### src/rtl/muldiv_pkg.sv
// Shared constants for the iterative multiply/divide unit: op codes, FSM states
// and the default operand width.
package muldiv_pkg;

    localparam int DEFAULT_WIDTH = 32;

    localparam logic [1:0] OP_MULT  = 2'b00;
    localparam logic [1:0] OP_MULTU = 2'b01;
    localparam logic [1:0] OP_DIV   = 2'b10;
    localparam logic [1:0] OP_DIVU  = 2'b11;

    typedef enum logic [1:0] {
        ST_IDLE = 2'd0,
        ST_CALC = 2'd1,
        ST_FIX  = 2'd2
    } state_t;

endpackage

### src/rtl/muldiv_if.sv
// Execute-stage side of the multiply/divide unit: operation request, MTHI/MTLO
// writes and the HI/LO results. master = pipeline control, slave = muldiv_unit.
interface muldiv_if #(parameter int WIDTH = 32);

    // start is only taken while busy=0; there is no back-pressure beyond busy,
    // and done is a one-cycle pulse marking the cycle HI/LO were updated.
    logic             start;
    logic [1:0]       op;
    logic [WIDTH-1:0] data1;
    logic [WIDTH-1:0] data2;
    logic             hi_we;
    logic             lo_we;
    logic [WIDTH-1:0] wdata;
    logic             busy;
    logic             done;
    logic             div_by_zero;
    logic [WIDTH-1:0] hi;
    logic [WIDTH-1:0] lo;

    modport master (
        output start, op, data1, data2, hi_we, lo_we, wdata,
        input  busy, done, div_by_zero, hi, lo
    );

    modport slave (
        input  start, op, data1, data2, hi_we, lo_we, wdata,
        output busy, done, div_by_zero, hi, lo
    );

endinterface

### src/rtl/muldiv_step.sv
// One iteration of the shared datapath: shift-add multiply or restoring
// trial-subtract divide, selected by is_div. Purely combinational.
module muldiv_step #(
    parameter int WIDTH = 32
) (
    input  logic               is_div,
    input  logic [2*WIDTH-1:0] acc,
    input  logic [WIDTH:0]     rem,
    input  logic [WIDTH-1:0]   operand,
    output logic [2*WIDTH-1:0] acc_next,
    output logic [WIDTH:0]     rem_next
);

    logic [WIDTH:0]   sum;
    logic [WIDTH+1:0] shifted;
    logic [WIDTH+1:0] diff;
    logic             fits;

    always_comb begin
        // Multiply: acc = {partial product, remaining multiplier bits}.
        sum     = {1'b0, acc[2*WIDTH-1:WIDTH]} + (acc[0] ? {1'b0, operand} : '0);
        // Divide: acc[WIDTH-1:0] shifts dividend bits out and quotient bits in.
        shifted = {rem, acc[WIDTH-1]};
        diff    = shifted - {2'b00, operand};
        fits    = ~diff[WIDTH+1];

        if (is_div) begin
            acc_next = {acc[2*WIDTH-1:WIDTH], acc[WIDTH-2:0], fits};
            rem_next = fits ? diff[WIDTH:0] : shifted[WIDTH:0];
        end else begin
            acc_next = {sum, acc[WIDTH-1:1]};
            rem_next = rem;
        end
    end

endmodule

### src/rtl/muldiv_unit.sv
// Iterative MULT/MULTU/DIV/DIVU unit with HI/LO registers. Works on operand
// magnitudes for WIDTH cycles, then applies signs in a single FIX cycle.
module muldiv_unit
    import muldiv_pkg::*;
#(
    parameter int WIDTH = DEFAULT_WIDTH
) (
    input  logic     clk,
    input  logic     rst,
    muldiv_if.slave  bus,
    output state_t   dbg_state
);

    localparam int CW = $clog2(WIDTH);

    state_t state, state_next;
    logic   busy, load, step_en, fix_en;

    logic [CW-1:0]      count;
    logic [1:0]         op_q;
    logic               sign1_q, sign2_q, zero_q;
    logic [WIDTH-1:0]   data1_q, operand_q;
    logic [2*WIDTH-1:0] acc, acc_next;
    logic [WIDTH:0]     rem, rem_next;
    logic [WIDTH-1:0]   hi_q, lo_q;
    logic               done_q, dbz_q;

    logic               sign1, sign2;
    logic [WIDTH-1:0]   mag1, mag2;
    logic [2*WIDTH-1:0] product;
    logic [WIDTH-1:0]   quot, rmd, res_hi, res_lo;

    always_ff @(posedge clk) begin
        if (rst) state <= ST_IDLE;
        else     state <= state_next;
    end

    always_comb begin
        state_next = state;
        case (state)
            ST_IDLE: if (bus.start) state_next = ST_CALC;
            ST_CALC: if (count == CW'(WIDTH - 1)) state_next = ST_FIX;
            ST_FIX:  state_next = ST_IDLE;
            default: state_next = ST_IDLE;
        endcase
    end

    always_comb begin
        busy    = (state != ST_IDLE);
        load    = (state == ST_IDLE) && bus.start;
        step_en = (state == ST_CALC);
        fix_en  = (state == ST_FIX);
    end

    // Signed ops (MULT, DIV) have op[0]=0; unsigned ops keep raw operands.
    always_comb begin
        sign1 = ~bus.op[0] & bus.data1[WIDTH-1];
        sign2 = ~bus.op[0] & bus.data2[WIDTH-1];
        mag1  = sign1 ? -bus.data1 : bus.data1;
        mag2  = sign2 ? -bus.data2 : bus.data2;
    end

    muldiv_step #(.WIDTH(WIDTH)) u_step (
        .is_div   (op_q[1]),
        .acc      (acc),
        .rem      (rem),
        .operand  (operand_q),
        .acc_next (acc_next),
        .rem_next (rem_next)
    );

    // Sign fix-up; most-negative / -1 wraps naturally through the negation.
    always_comb begin
        product = (op_q == OP_MULT && (sign1_q ^ sign2_q)) ? -acc : acc;
        quot    = acc[WIDTH-1:0];
        rmd     = rem[WIDTH-1:0];
        if (op_q == OP_DIV) begin
            if (sign1_q ^ sign2_q) quot = -quot;
            if (sign1_q)           rmd  = -rmd;
        end
        if (zero_q) begin
            quot = '1;
            rmd  = data1_q;
        end
        if (op_q[1]) {res_hi, res_lo} = {rmd, quot};
        else         {res_hi, res_lo} = product;
    end

    always_ff @(posedge clk) begin
        if (rst) begin
            count     <= '0;
            op_q      <= OP_MULT;
            sign1_q   <= 1'b0;
            sign2_q   <= 1'b0;
            zero_q    <= 1'b0;
            data1_q   <= '0;
            operand_q <= '0;
            acc       <= '0;
            rem       <= '0;
            hi_q      <= '0;
            lo_q      <= '0;
            done_q    <= 1'b0;
            dbz_q     <= 1'b0;
        end else begin
            done_q <= fix_en;
            if (!busy) begin
                if (bus.hi_we) hi_q <= bus.wdata;
                if (bus.lo_we) lo_q <= bus.wdata;
            end
            if (load) begin
                count     <= '0;
                op_q      <= bus.op;
                sign1_q   <= sign1;
                sign2_q   <= sign2;
                zero_q    <= (bus.data2 == '0);
                data1_q   <= bus.data1;
                operand_q <= mag2;
                acc       <= {{WIDTH{1'b0}}, mag1};
                rem       <= '0;
                dbz_q     <= 1'b0;
            end
            if (step_en) begin
                acc   <= acc_next;
                rem   <= rem_next;
                count <= count + CW'(1);
            end
            if (fix_en) begin
                hi_q  <= res_hi;
                lo_q  <= res_lo;
                dbz_q <= op_q[1] & zero_q;
            end
        end
    end

    assign bus.busy        = busy;
    assign bus.done        = done_q;
    assign bus.div_by_zero = dbz_q;
    assign bus.hi          = hi_q;
    assign bus.lo          = lo_q;
    assign dbg_state       = state;

endmodule

### src/flat_wrapper.sv
// flat-port wrapper written by rule: the top's interface ports become plain ports
module muldiv_unit_flat import muldiv_pkg::*;
#(
    parameter int WIDTH = DEFAULT_WIDTH
)
  (clk, rst, dbg_state, bus_start, bus_op, bus_data1, bus_data2, bus_hi_we, bus_lo_we, bus_wdata, bus_busy, bus_done, bus_div_by_zero, bus_hi, bus_lo);
  muldiv_if #(.WIDTH(WIDTH)) bus_i ();
  input  logic clk;
  input  logic rst;
  output state_t dbg_state;
  input wire logic [$bits(bus_i.start)-1:0] bus_start;
  input wire logic [$bits(bus_i.op)-1:0] bus_op;
  input wire logic [$bits(bus_i.data1)-1:0] bus_data1;
  input wire logic [$bits(bus_i.data2)-1:0] bus_data2;
  input wire logic [$bits(bus_i.hi_we)-1:0] bus_hi_we;
  input wire logic [$bits(bus_i.lo_we)-1:0] bus_lo_we;
  input wire logic [$bits(bus_i.wdata)-1:0] bus_wdata;
  output wire logic [$bits(bus_i.busy)-1:0] bus_busy;
  output wire logic [$bits(bus_i.done)-1:0] bus_done;
  output wire logic [$bits(bus_i.div_by_zero)-1:0] bus_div_by_zero;
  output wire logic [$bits(bus_i.hi)-1:0] bus_hi;
  output wire logic [$bits(bus_i.lo)-1:0] bus_lo;
  assign bus_i.start = bus_start;
  assign bus_i.op = bus_op;
  assign bus_i.data1 = bus_data1;
  assign bus_i.data2 = bus_data2;
  assign bus_i.hi_we = bus_hi_we;
  assign bus_i.lo_we = bus_lo_we;
  assign bus_i.wdata = bus_wdata;
  assign bus_busy = bus_i.busy;
  assign bus_done = bus_i.done;
  assign bus_div_by_zero = bus_i.div_by_zero;
  assign bus_hi = bus_i.hi;
  assign bus_lo = bus_i.lo;
  muldiv_unit #(.WIDTH(WIDTH)) u_core (.clk(clk), .rst(rst), .bus(bus_i), .dbg_state(dbg_state));
endmodule
### config.mk
export PLATFORM = sky130hd
export DESIGN_NAME = muldiv_unit_flat
export DESIGN_NICKNAME = d
export VERILOG_FILES = /design/src/rtl/muldiv_pkg.sv /design/src/rtl/muldiv_if.sv /design/src/rtl/muldiv_step.sv /design/src/rtl/muldiv_unit.sv /design/src/flat_wrapper.sv
export SDC_FILE = /design/constraint.sdc
export NUM_CORES = 1
export LEC_CHECK = 0
export BUFFER_PORTS_ARGS = -buffer_cell sky130_fd_sc_hd__buf_2
export CELL_PAD_IN_SITES_DETAIL_PLACEMENT = 0
export CELL_PAD_IN_SITES_GLOBAL_PLACEMENT = 1
export CORE_MARGIN = 5
export CORE_UTILIZATION = 45
export CTS_BUF_LIST = sky130_fd_sc_hd__clkbuf_8
export CTS_CLUSTER_DIAMETER = 30
export DETAILED_ROUTE_END_ITERATION = 16
export GPL_TIMING_DRIVEN = 0
export PLACE_DENSITY = 0.79
export SYNTH_ARGS = -nofsm -noshare
export SYNTH_HDL_FRONTEND = slang
export SYNTH_SLANG_ARGS = --single-unit
### constraint.sdc
create_clock -name clk -period 3.6 [get_ports clk]
set_input_delay 0.36 -clock clk [delete_from_list [all_inputs] [get_ports clk]]
set_output_delay 0.36 -clock clk [all_outputs]
set_load 0.03 [all_outputs]
==> flow_metrics.tcl <==
set metrics [dict create \
    portBuffers 171 \
    grt_pass1_vias 17043 \
    synth_cells 2207 \
    finalNetCount 2628 \
    cts_sinks 239 \
    fin_ws_ns 0.164 \
    min_to "u_core.data1_q[22]$_SDFFE_PP0P_" \
    worstPathArrival_ns 3.94 \
    path_class "reg2reg" \
    muxShareOfSynthArea_pct 3.30 \
    p_switching_mw 2.85 \
    sw_frac_of_total_pct 33.1 \
    clockRootBuffer "clkbuf_8" \
    hp-start "bus_data1[22]" \
    initial_utilization_pct 45.7 \
    fin_tns_setup_ns 0 \
    antenna_found_initial 2 \
    r2r-start "u_core.rem[8]$_SDFFE_PP0P_" \
    tightest_slew_ns 1.21 \
    clk_pin_slew_ns 0.05 \
    crit_fanout 10 \
    critPathMaxStageDelay_ns 0.50 \
    io_pins 172 \
    drive_gt1_share_pct 13.8 \
    startpoint "u_core.rem[8]$_SDFFE_PP0P_" \
    dpl_worst_slack_ns -0.565 \
    skew_ns 0.0423 \
    async_flop_share_pct 0 \
    reg2reg_depth 13 \
    synth_ff_type "dfxtp_1" \
    ir_drop_uv 343 \
    syn_nets 2382 \
    numCtsBuffers 67 \
    ys_ff_latch 239 \
    crit_slowest_cell "dfxtp_1" \
    synth_top_family_by_area "compound AO/OA/AOI/OAI gates" \
    dieArea_mm2 0.0412 \
    clkLatencyLatePin_ns 0.64 \
    maxSlewViolCount 0 \
    num-fill-cells 3701 \
    drc 0 \
    grt_remaining_overflow 0 \
    yosys.area_share.simple_pct 20.4 \
    reg2reg_slack_ns 0.16 \
    synth_edf_count 0 \
    slew_headroom_pct 18.5 \
    yosys_warnings 0 \
    power.density_mw_per_mm2 434 \
    maxCapViolations 0 \
    drtPass1Iterations 6 \
    antenna_cells 0 \
    period_share_pct 95.4 \
    core_region_area_mm2 0.0367 \
    power_frac_seq_pct 34.4 \
    status "complete, no violations" \
    fp.dieH_um 203 \
    synth-compound-area-share_pct 27.3 \
    area_delta_synth_final_pct 18.1 \
    period_minus_slack_ns 3.44 \
    p_clk_share_pct 45.8 \
    cts_buffer_depth 3 \
    max_freq_mhz 291 \
    synthXorXnorAreaFrac_pct 9.87 \
    p_leak_nw 8.14 \
    cp.required_ns 4.10 \
    avgSynthCellArea_um2 7.60 \
    dp_hpwl_mm 56.9 \
    wl_per_cell_um 24.0 \
    drt_wl_total_mm 71.3 \
    gp_congestion 0.994 \
    final_cell_mix "250 x nand2_1, 245 x nor2_1, 237 x dfxtp_1" \
    cp-end-kind "register" \
    synth-adder-area-share_pct 5.46 \
    synth_cell_types 78 \
    grt_max_degree 11 \
    detail-route-antenna-nets 0 \
    hold_violations 0 \
    grt_pass1_wl_mm 105 \
    hold_class "in2reg" \
    routed-via-count 18131 \
    startpoint_type "register" \
    power_frac_comb_pct 19.8 \
    cts_tree "done" \
    rows 70 \
    report.final.setup_viol 0 \
    total_power_mw 8.60 \
    reg2reg_to "u_core.acc[0]$_SDFFE_PP0P_" \
    syn_area_mm2 0.0168 \
    final_cells 2972 \
    htreeDepth 3 \
    path_cells "ha_1, clkbuf_1, and4_2, nand2_1, nor3b_1, a211oi_2, buf_4, o211a_1, o211ai_1, clkbuf_4, mux2i_1, o21ai_0, nor2_1" \
    layout_commonest_cell "nand2_1" \
    placed_cells 2846 \
    drt_first_iter_violations 1696 \
    internal_power_mw 5.75 \
    die_w_um 203 \
    track_usage_pct 33.3 \
    rsz0062_at_grt "no" \
    yosysSeqAreaShare_pct 28.5 \
    via_per_inst 6.10 \
    min_delay_path_depth 3 \
]
[synth_stat cells, types with 15 or more instances]
library cell / instances / area [um2]
dfxtp_1: 239 / 4780
nor3_1: 52 / 260
a211oi_1: 76 / 571
nor2_1: 246 / 923
clkbuf_1: 129 / 484
o21ai_0: 110 / 551
a31oi_1: 20 / 125
xnor2_1: 101 / 885
buf_1: 16 / 60.1
o21ai_1: 18 / 90.1
nand3_1: 19 / 95.1
a311oi_1: 16 / 140
a21o_1: 39 / 293
o41ai_1: 15 / 131
o31ai_1: 23 / 173
and3_1: 17 / 106
nor2b_1: 16 / 100
o221ai_1: 26 / 228
mux2i_1: 53 / 531
nand2b_1: 17 / 106
nand2_1: 250 / 938
or3_1: 23 / 144
a21oi_1: 203 / 1020
xor2_1: 88 / 771
a22oi_1: 17 / 128
ha_1: 70 / 876
inv_1: 69 / 259
o211ai_1: 23 / 173
[area by class of cell]
class                           instances  area, um2  share of cell area (%)
Tap cell                              468        586                    2.96
Sequential cell                       239       4790                    24.2
Multi-Input combinational cell       1746      11200                    56.5
Clock inverter                         40        348                    1.76
Inverter                               69        263                    1.33
Clock buffer                           80       1100                    5.56
Timing Repair Buffer                  179        941                    4.75
Buffer                                151        599                    3.03
[critical path: cells and delay by family (launching register included)]
kind,cells,cell delay [ns]
compound gates,4,0.90
fa+ha+maj,1,0.29
buf+inv,3,0.70
flops,1,0.50
mux,1,0.10
simple gates,4,0.83
[metrics by stage]
stage / area, um2 / hold WS [ns] / util, %
after floorplan: 16800 / 0.432 / -
after global placement: 18200 / 0.438 / 49.6
after detailed placement: 18200 / 0.444 / 49.6
after CTS: 19700 / 0.00198 / 53.8
after global routing: 19800 / 0.00320 / 54.0
final: 19800 / 0.0230 / 54.0
[kinds of logic (layout without fill, tap and decap cells)]
group / after synthesis / in the layout
multiplexers: 55 / 55
AND/OR/NAND/NOR: 731 / 731
buffers and inverters: 222 / 519
flip-flops: 239 / 239
adder cells (fa/ha/maj): 72 / 72
XOR/XNOR: 189 / 189
AO/OA/AOI/OAI: 699 / 699
[state kept, by name, indices dropped and copies added (netlist names)]
register                flops
u_core.acc                 64
u_core.rem                 33
u_core.bus.hi              32
u_core.bus.lo              32
u_core.data1_q             32
u_core.operand_q           32
u_core.count                5
u_core.dbg_state            2
u_core.op_q                 2
u_core.bus.div_by_zero      1
u_core.bus.done             1
u_core.sign1_q              1
u_core.sign2_q              1
u_core.zero_q               1
[repair_timing]
item	in CTS	in global routing
resized for setup	10	19
hold buffers	5	0
setup endpoints to repair	23	48
setup buffers	0	3
endpoints found under the hold margin	5	0
pin swaps	0	2
cloned	0	0
[power groups by stage]
stage                     sequential, mW  clock [mW]  combinational [mW]
after global routing                2.97        4.13                1.83
after detailed placement            3.00           0                1.66
after CTS                           2.95        3.96                1.67
final                               2.95        3.94                1.71
after floorplan                     3.05           0               0.987
after global placement              3.00           0                1.65
[worst max path at each step]
stage,slack (ns),end
floorplan,0.53,u_core.acc[60]$_SDFFE_PP0P_
global placement,-0.60,u_core.acc[63]$_SDFFE_PP0P_
detailed placement,-0.56,u_core.acc[63]$_SDFFE_PP0P_
CTS,-0.01,u_core.acc[63]$_SDFFE_PP0P_
global route,0.009,u_core.rem[15]$_SDFFE_PP0P_
finish,0.16,u_core.acc[0]$_SDFFE_PP0P_
[per-layer routing]
layer  share of wire, %  track usage, %
met1                 43            43.8
met2                 45            53.4
met3                6.6            5.10
met4                5.7            16.6
met5              0.017               0
(Power assumes the default switching activity.)
